**src/rtl/fpga_sram_spi_preload.sv**
```systemverilog
`default_nettype none
// ============================================================================
//  Module   : fpga_sram_spi_preload
//  Purpose  : Boot-time loader for the FPGA block-RAM SRAM. After reset it
//             reads a 2**AW-word image from an SPI NOR flash (READ 0x03,
//             SPI mode 0) and writes it into the SRAM one full word at a
//             time. When the copy is done, it hands the SRAM port to the bus
//             side.
//  Ports    : CLK, RESETn           clock, async active-low reset
//             BUS_*                 system bus side of the SRAM port
//             SRAM_*                physical SRAM port (1-cycle read latency)
//             SPI_CS_N/SCLK/MOSI/MISO  flash interface
//             PRELOAD_BUSY/DONE     loader status
//             PRELOAD_CSUM          image checksum (zero unless enabled)
//  Options  : `define FPGA_SRAM_PRELOAD_CSUM_EN builds a 32-bit additive
//             checksum of every word written by the loader.
//  Revision : 1.0  initial release
// ============================================================================
module fpga_sram_spi_preload #(
   parameter int          AW         = 16,
   parameter logic [23:0] FLASH_BASE = 24'h000000,
   parameter int          CLKDIV     = 2
) (
   input  logic          CLK,
   input  logic          RESETn,
   input  logic [AW-1:0] BUS_ADDR,
   input  logic [31:0]   BUS_WDATA,
   input  logic [3:0]    BUS_WREN,
   input  logic          BUS_CS,
   output logic [31:0]   BUS_RDATA,
   output logic [AW-1:0] SRAM_ADDR,
   output logic [31:0]   SRAM_WDATA,
   output logic [3:0]    SRAM_WREN,
   output logic          SRAM_CS,
   input  logic [31:0]   SRAM_RDATA,
   output logic          SPI_CS_N,
   output logic          SPI_SCLK,
   output logic          SPI_MOSI,
   input  logic          SPI_MISO,
   output logic          PRELOAD_BUSY,
   output logic          PRELOAD_DONE,
   output logic [31:0]   PRELOAD_CSUM
);

   localparam logic [31:0] c_CMD      = {8'h03, FLASH_BASE};
   localparam logic [7:0]  c_DIV_LAST = 8'(CLKDIV - 1);
   localparam logic [AW:0] c_LAST     = {1'b0, {AW{1'b1}}};
   localparam logic [AW:0] c_WCNT_INC = {{AW{1'b0}}, 1'b1};

   typedef enum logic [2:0] {
      ST_IDLE  = 3'd0,
      ST_CMD   = 3'd1,
      ST_DATA  = 3'd2,
      ST_WRITE = 3'd3,
      ST_DONE  = 3'd4
   } state_t;

   state_t      r_state;
   state_t      w_state_nxt;

   logic [7:0]  r_div;       // cycles elapsed in the current SCLK phase
   logic [4:0]  r_bitcnt;    // bits completed in the current 32-bit frame
   logic        r_sclk;
   logic        r_mosi;
   logic        r_cs_n;
   logic [31:0] r_tx;        // remaining command bits, next bit in [31]
   logic [31:0] r_rx;        // received bits, first byte ends up in [31:24]
   logic [AW:0] r_wcnt;      // one spare bit so the last-word test never wraps
   logic        r_bus_sel;

   logic        w_phase_end;
   logic        w_bit_done;
   logic        w_last_bit;
   logic        w_busy;
   logic        w_done;
   logic        w_ld_cs;
   logic        w_spi_active;
   logic [31:0] w_word;

   assign w_phase_end = (r_div == c_DIV_LAST);
   assign w_bit_done  = w_phase_end & r_sclk;     // end of a high phase
   assign w_last_bit  = (r_bitcnt == 5'd31);

   // Bytes arrive MSB-first in stream order; the first byte is the LSB.
   assign w_word = {r_rx[7:0], r_rx[15:8], r_rx[23:16], r_rx[31:24]};

   // ------------------------------------------------------------------------
   // FSM: state register
   // ------------------------------------------------------------------------
   always_ff @(posedge CLK or negedge RESETn) begin
      if (!RESETn) begin
         r_state <= ST_IDLE;
      end else begin
         r_state <= w_state_nxt;
      end
   end

   // ------------------------------------------------------------------------
   // FSM: next state and state-decoded outputs
   // ------------------------------------------------------------------------
   always_comb begin
      w_state_nxt = r_state;
      w_busy      = 1'b1;
      w_done      = 1'b0;
      w_ld_cs     = 1'b0;
      case (r_state)
         ST_IDLE: begin
            w_state_nxt = ST_CMD;
         end
         ST_CMD: begin
            if (w_bit_done && w_last_bit) begin
               w_state_nxt = ST_DATA;
            end
         end
         ST_DATA: begin
            if (w_bit_done && w_last_bit) begin
               w_state_nxt = ST_WRITE;
            end
         end
         ST_WRITE: begin
            w_ld_cs     = 1'b1;
            w_state_nxt = (r_wcnt == c_LAST) ? ST_DONE : ST_DATA;
         end
         ST_DONE: begin
            w_busy = 1'b0;
            w_done = 1'b1;
         end
         default: begin
            w_state_nxt = ST_IDLE;
         end
      endcase
   end

   assign w_spi_active = (w_state_nxt == ST_CMD) || (w_state_nxt == ST_DATA) ||
                         (w_state_nxt == ST_WRITE);

   // ------------------------------------------------------------------------
   // SPI bit engine and word counter
   // ------------------------------------------------------------------------
   always_ff @(posedge CLK or negedge RESETn) begin
      if (!RESETn) begin
         r_div    <= 8'd0;
         r_bitcnt <= 5'd0;
         r_sclk   <= 1'b0;
         r_mosi   <= 1'b0;
         r_cs_n   <= 1'b1;
         r_tx     <= 32'h0;
         r_rx     <= 32'h0;
         r_wcnt   <= '0;
      end else begin
         r_cs_n <= ~w_spi_active;
         case (r_state)
            ST_IDLE: begin
               // First command bit is on MOSI as CS_N falls.
               r_mosi   <= c_CMD[31];
               r_tx     <= {c_CMD[30:0], 1'b0};
               r_div    <= 8'd0;
               r_bitcnt <= 5'd0;
               r_sclk   <= 1'b0;
            end
            ST_CMD, ST_DATA: begin
               if (w_phase_end) begin
                  r_div <= 8'd0;
                  if (!r_sclk) begin
                     r_sclk <= 1'b1;
                     if (r_state == ST_DATA) begin
                        r_rx <= {r_rx[30:0], SPI_MISO};
                     end
                  end else begin
                     r_sclk   <= 1'b0;
                     r_bitcnt <= r_bitcnt + 5'd1;
                     if (w_last_bit || (r_state == ST_DATA)) begin
                        r_mosi <= 1'b0;
                     end else begin
                        r_mosi <= r_tx[31];
                        r_tx   <= {r_tx[30:0], 1'b0};
                     end
                  end
               end else begin
                  r_div <= r_div + 8'd1;
               end
            end
            ST_WRITE: begin
               r_wcnt   <= r_wcnt + c_WCNT_INC;
               r_div    <= 8'd0;
               r_bitcnt <= 5'd0;
               r_sclk   <= 1'b0;
               r_mosi   <= 1'b0;
            end
            default: begin
               r_sclk <= 1'b0;
               r_mosi <= 1'b0;
            end
         endcase
      end
   end

   // ------------------------------------------------------------------------
   // SRAM port ownership and bus read return
   // ------------------------------------------------------------------------
   assign SRAM_CS    = w_busy ? w_ld_cs : BUS_CS;
   assign SRAM_WREN  = w_busy ? {4{w_ld_cs}} : BUS_WREN;
   assign SRAM_ADDR  = w_busy ? (w_ld_cs ? r_wcnt[AW-1:0] : '0) : BUS_ADDR;
   assign SRAM_WDATA = w_busy ? (w_ld_cs ? w_word : 32'h0) : BUS_WDATA;

   // Qualifying with the registered select keeps the read data of the final
   // loader write off the bus on the first DONE cycle.
   always_ff @(posedge CLK or negedge RESETn) begin
      if (!RESETn) begin
         r_bus_sel <= 1'b0;
      end else begin
         r_bus_sel <= BUS_CS & ~w_busy;
      end
   end

   assign BUS_RDATA = r_bus_sel ? SRAM_RDATA : 32'h0;

   // ------------------------------------------------------------------------
   // Optional image checksum
   // ------------------------------------------------------------------------
`ifdef FPGA_SRAM_PRELOAD_CSUM_EN
   logic [31:0] r_csum;

   always_ff @(posedge CLK or negedge RESETn) begin
      if (!RESETn) begin
         r_csum <= 32'h0;
      end else if (w_ld_cs) begin
         r_csum <= r_csum + w_word;
      end
   end

   assign PRELOAD_CSUM = r_csum;
`else
   assign PRELOAD_CSUM = 32'h0;
`endif

   assign SPI_CS_N     = r_cs_n;
   assign SPI_SCLK     = r_sclk;
   assign SPI_MOSI     = r_mosi;
   assign PRELOAD_BUSY = w_busy;
   assign PRELOAD_DONE = w_done;

endmodule
`default_nettype wire

```
**config.mk**
```make
export PLATFORM = sky130hd
export DESIGN_NAME = fpga_sram_spi_preload
export DESIGN_NICKNAME = d
export VERILOG_FILES = /design/src/rtl/fpga_sram_spi_preload.sv
export SDC_FILE = /design/constraint.sdc
export NUM_CORES = 1
export LEC_CHECK = 0
export CELL_PAD_IN_SITES_DETAIL_PLACEMENT = 0
export CELL_PAD_IN_SITES_GLOBAL_PLACEMENT = 1
export CORE_ASPECT_RATIO = 1.4
export CORE_MARGIN = 1
export CORE_UTILIZATION = 28
export CTS_CLUSTER_SIZE = 16
export DETAILED_ROUTE_END_ITERATION = 8
export GPL_TIMING_DRIVEN = 0
export PLACE_DENSITY = 0.83
export SLEW_MARGIN = 5
export SYNTH_ARGS = -nofsm -noshare
export SYNTH_HDL_FRONTEND = slang
export SYNTH_SLANG_ARGS = --single-unit
```
**constraint.sdc**
```tcl
create_clock -name CLK -period 2.3 [get_ports CLK]
set_clock_uncertainty 0.15 [all_clocks]
set_input_delay 0.46 -clock CLK [delete_from_list [all_inputs] [get_ports CLK]]
set_output_delay 0.46 -clock CLK [all_outputs]
set_load 0.02 [all_outputs]
```
Word level (Yosys, flattened, before mapping)
Cells that the tools add are included.

Flip-flop bits (word level): 101. Input bits: 88. Logic and storage cells: 73. Output and inout bits: 122.

Muxes and demuxes: 30. Reduce and logical (&&, ||, !) cells: 13. Equality and inequality tests: 13. Add/sub/neg operators: 3. Bitwise logic cells: 4.

Operator list (count): 32-bit 2-to-1 mux (6); 32-bit one-hot mux with 2 select lines (1); 16-bit 2-to-1 mux (2); 17-bit by 1-bit adder with 17-bit output, second input constant (1); 17-bit by 16-bit == test with 1-bit output, second input constant (1); 8-bit one-hot mux with 2 select lines (1); 3-bit one-hot mux with 5 select lines (1); 3-bit by 2-bit == test with 1-bit output, second input constant (4); 1-bit 2-to-1 mux (11); 5-bit 2-to-1 mux (2); 5-bit one-hot mux with 2 select lines (1); 3-bit 2-to-1 mux (3); 8-bit by 1-bit adder with 8-bit output, second input constant (1); 8-bit by 1-bit == test with 1-bit output, second input constant (1); 8-bit 2-to-1 mux (1); 4-bit AND reduction (2); 3-bit by 1-bit == test with 1-bit output, second input constant (2); 2-bit inequality test, second input constant (3); 5-bit by 1-bit adder with 5-bit output, second input constant (1); 5-bit == test, second input constant (1); 4-bit 2-to-1 mux (1); 2-bit nonzero test (2); 2-bit OR reduction (2); 3-bit == test, second input constant (1); 7 further kinds (11).

Logic depth before layout (Yosys ltp)
Depth after elaboration: 9. Gate-level depth with buffers: 8. Gate-level depth less buffers: 7.

Least setup slack after synthesis
Ideal clock, no wire load.

Path kind: reg2out. From: register r_state[2]. To: output SRAM_ADDR[9]. Required time: 1.690 ns. Stages on the path, launching flop included: 7. Setup slack: -0.105 ns. Path buffers: 3. Data arrival time: 1.795 ns. Cell sequence: dfrtp_1 > clkbuf_1 > nor3b_1 > clkbuf_1 > clkbuf_1 > nand2_1 > o21ai_0.

Longest elaborated chain between the ends: 4. Elaborated cells between the ends (all ways): 5. Those cells by class: eq/ne: 2; mux: 3.

RTL lines: start, declared (line 58) `state_t r_state;`; start signal, assigned (line 94) `r_state <= w_state_nxt;`; 3-bit by 2-bit == test with 1-bit output (line 106) `case (r_state)`; 1-bit 2-to-1 mux (line 106); 16-bit 2-to-1 mux (line 203) `assign SRAM_ADDR = w_busy ? (w_ld_cs ? r_wcnt[AW-1:0] : '0) : BUS_ADDR;`; 16-bit 2-to-1 mux * (line 203); end, declared (line 31) `output logic [AW-1:0] SRAM_ADDR,`.

Every way passes the cells marked *; elsewhere a longest branch is shown, timed or not.

Worst setup path in the final report
From: register r_state[2]. To: output SRAM_ADDR[11].

Same word-level chain as after synthesis.

==> results.toml <==
[run_status]
status = "finished with violations"
violations = "negative setup slack"

[logic_synthesis]
yosysMostFrequentCell = "dfrtp_1"
yosys.area.top_type = "dfrtp_1"
ys_warn_count = 0
synth_edf_count = 0
ys_async_sr_fraction_pct = 100
synth-seq-cells = 76
synth_area_leaders = "dfrtp_1, mux2_4, a22o_1, buf_4, and2_1"
synth_ff_type = "dfrtp_1"
synthCells = 405
yosysUniqueCellTypes = 48
ys_top_cells_by_count = "dfrtp_1, a22o_1, nand2_1"
synth_top_area_share_pct = 42.8
ys_seq_area_share_pct = 43.4
post_synth.cell_area_avg_um2 = 10.8
syn_area_mm2 = 0.00439

[place]
hpwl_mm = 10.6
gp_congestion = 0.791
place_inst = 806
port_buffers = 177

[power]
power_density_mw_per_mm2 = 412
p_leak_nw = 3.93
vdd_drop_max_mv = 0.275

[grt]
antenna_found_initial = 2
grt_max_degree = 49
grt_pass1_wl_mm = 21.4
grt_use_total_pct = 17.7
grt_pass1_vias = 3969
overflow = 0

[critical_path]
crit_top_cell = "clkbuf_16"
cpLargestDelayFamily = "buffers and inverters"
critPathSlowestCell = "dfrtp_1"
arrival_ns = 1.88
crit_path_cell_trace = "clkbuf_8 > nor3b_4 > buf_4 > clkbuf_16 > clkbuf_16 > a22o_1 > buf_6"
path_buf_inv = 5
slowest_delay_ns = 0.40
critPathKind = "reg -> out"
worstPathRequired_ns = 1.69
path_max_fanout = 10
end_kind = "output port"
start_kind = "flip-flop"

[route]
via_count = 3942
drtIter0Drc = 132
route.detailed.drc = 0
dr_wl_met3_mm = 1.16
top_layer = "met5"
drt_wl_total_mm = 14.4
met2_length_mm = 7.34
wire_per_inst_um = 16.8
ant_nets = 0
viasPerCell = 4.62
wl_met1_mm = 5.54
drt_pre_antenna_iters = 4

[layout]
area_growth_pct = 74.1
drive_above_1_share_pct = 33.4
fin_nets = 750
fillers = 1367
instances_no_fill = 854
fin_util_pct = 50.3

[clock_network]
htreeDepth = 3
cts_root_buf = "clkbuf_16"
clock-sinks = 76
cts_tree = "built"
numCtsBuffers = 9
clock_path_buffers = 2
clk_latency_ns = 0.34
cts.reportedPaths.clkPinSlew_ns = 0.06

[job]
drv_cap = 0

[timing]
period_minus_slack_ns = 2.49
finalCritPeriodShare_pct = 108
relSlewSlack_pct = 49.1
maxSlewViolCount = 0
rsz0062_at_grt = "yes"
fmax_ghz = 0.402
finalHoldViolCount = 0
setup_viol = 86
timing.final.ws_setup_ns = -0.190
setup-tns-final_ns = -9.79
worstMarginPinSlew_ns = 0.757

[die]
dieWidth_um = 108
die_area_mm2 = 0.0162
io_pins = 210
coreArea_mm2 = 0.0152
start_util_pct = 28.9
die_height_um = 150
rows = 53

[worst_hold_path]
hp-class = "reg -> reg"
layout make-up:
cell class | instances | area [um^2] | share of cell area, %
Antenna cell | 1 | 2.50 | 0.0327
Buffer | 51 | 536 | 7.01
Clock buffer | 12 | 246 | 3.22
Clock inverter | 4 | 72.6 | 0.949
Inverter | 10 | 40.0 | 0.524
Multi-Input combinational cell | 293 | 2320 | 30.3
Sequential cell | 76 | 1910 | 25.0
Tap cell | 192 | 240 | 3.14
Timing Repair Buffer | 215 | 2280 | 29.9
path summary, 6_finish.rpt:
check	slack [ns]	start	to	depth (start not counted)
min	0.33	r_wcnt[16]	r_wcnt[16]	2
max reg2reg	-0.17	r_div[5]	r_rx[25]	7
max in group asynchronous	0.92	RESETn	SPI_CS_N	3
min reg2reg	0.33	r_wcnt[16]	r_wcnt[16]	2
min in group asynchronous	0.45	RESETn	r_rx[0]	2
max	-0.19	r_state[2]	SRAM_ADDR[11]	7
through the flow:
step	hold WS (ns)	setup WS, ns	power [mW]	area (um^2)
5_1_grt	0.349	-0.223	3.26	7640
6_report	0.333	-0.190	3.15	7640
3_3_place_gp	0.314	-1.93	1.63	6520
2_1_floorplan	0.0144	0.0520	1.45	4510
3_5_place_dp	0.278	-1.48	1.64	6540
4_1_cts	0.334	-0.164	3.18	7540
cells in the final DEF (no fill, tap or decap), types with 5 or more instances in the layout:
cell              n
buf_4            49
clkbuf_16        17
dlymetal6s2s_1    9
inv_1             9
ha_1              5
and2_1           32
mux2_4           32
buf_6            68
buf_12            5
nor2_1           10
mux2i_1           5
clkbuf_8          5
nor3_1            6
dfrtp_1          71
clkdlybuf4s50_1  90
xor2_1           12
a22o_1           47
nand3_1          10
nand2_2           7
dlygate4sd2_1    22
xnor2_1          10
nand2_1          27
conb_1           32
sequential cells by signal, summed over array words and instances (netlist names):
signal,cells
r_bus_sel,1
SPI_SCLK,1
r_tx,7
SPI_CS_N,1
SPI_MOSI,1
r_state,3
r_rx,32
r_div,8
r_wcnt,17
r_bitcnt,5
per-layer routing:
metal	GRT usage [%]	vias up
met1	20.2	1871
met5	0	-
met4	6.37	2
met2	31.7	182
met3	4.16	24
li1	-	1863
worst register-to-register path: stages, from the launching register on:
cell and delay, ns:
dfrtp_2 0.42, nor4_4 0.30, buf_4 0.17, nand3b_4 0.07, or4b_4 0.63, buf_12 0.18, buf_16 0.13, mux2_4 0.29
power breakdown:
group	switching [mW]	internal, mW	leakage (nW)
Clock	0.555	0.979	0.153
Combinational	0.107	0.171	2.74
Sequential	0.000666	1.34	1.04
Total	0.662	2.49	3.93
what timing repair did:
item | CTS | global route
buffers inserted | 20 | 9
setup endpoints to repair | 120 | 104
endpoints found under the hold margin | 28 | 0
hold buffers | 1 | 0
gates cloned | 6 | 3
pin swaps | 22 | 29
gates resized for setup | 440 | 26
logic make-up after synthesis:
| logic type | share of synthesized area [%] |
|---|---|
| and+or+nand+nor | 16.2 |
| DFF | 43.4 |
| AOI/OAI and AO/OA | 12.6 |
| buffers and inverters | 9.06 |
| muxes | 12.4 |
| xor gates and xnor gates | 4.59 |
| adders and majority gates | 1.71 |
| other | 0.0854 |
(Power assumes the default switching activity.)
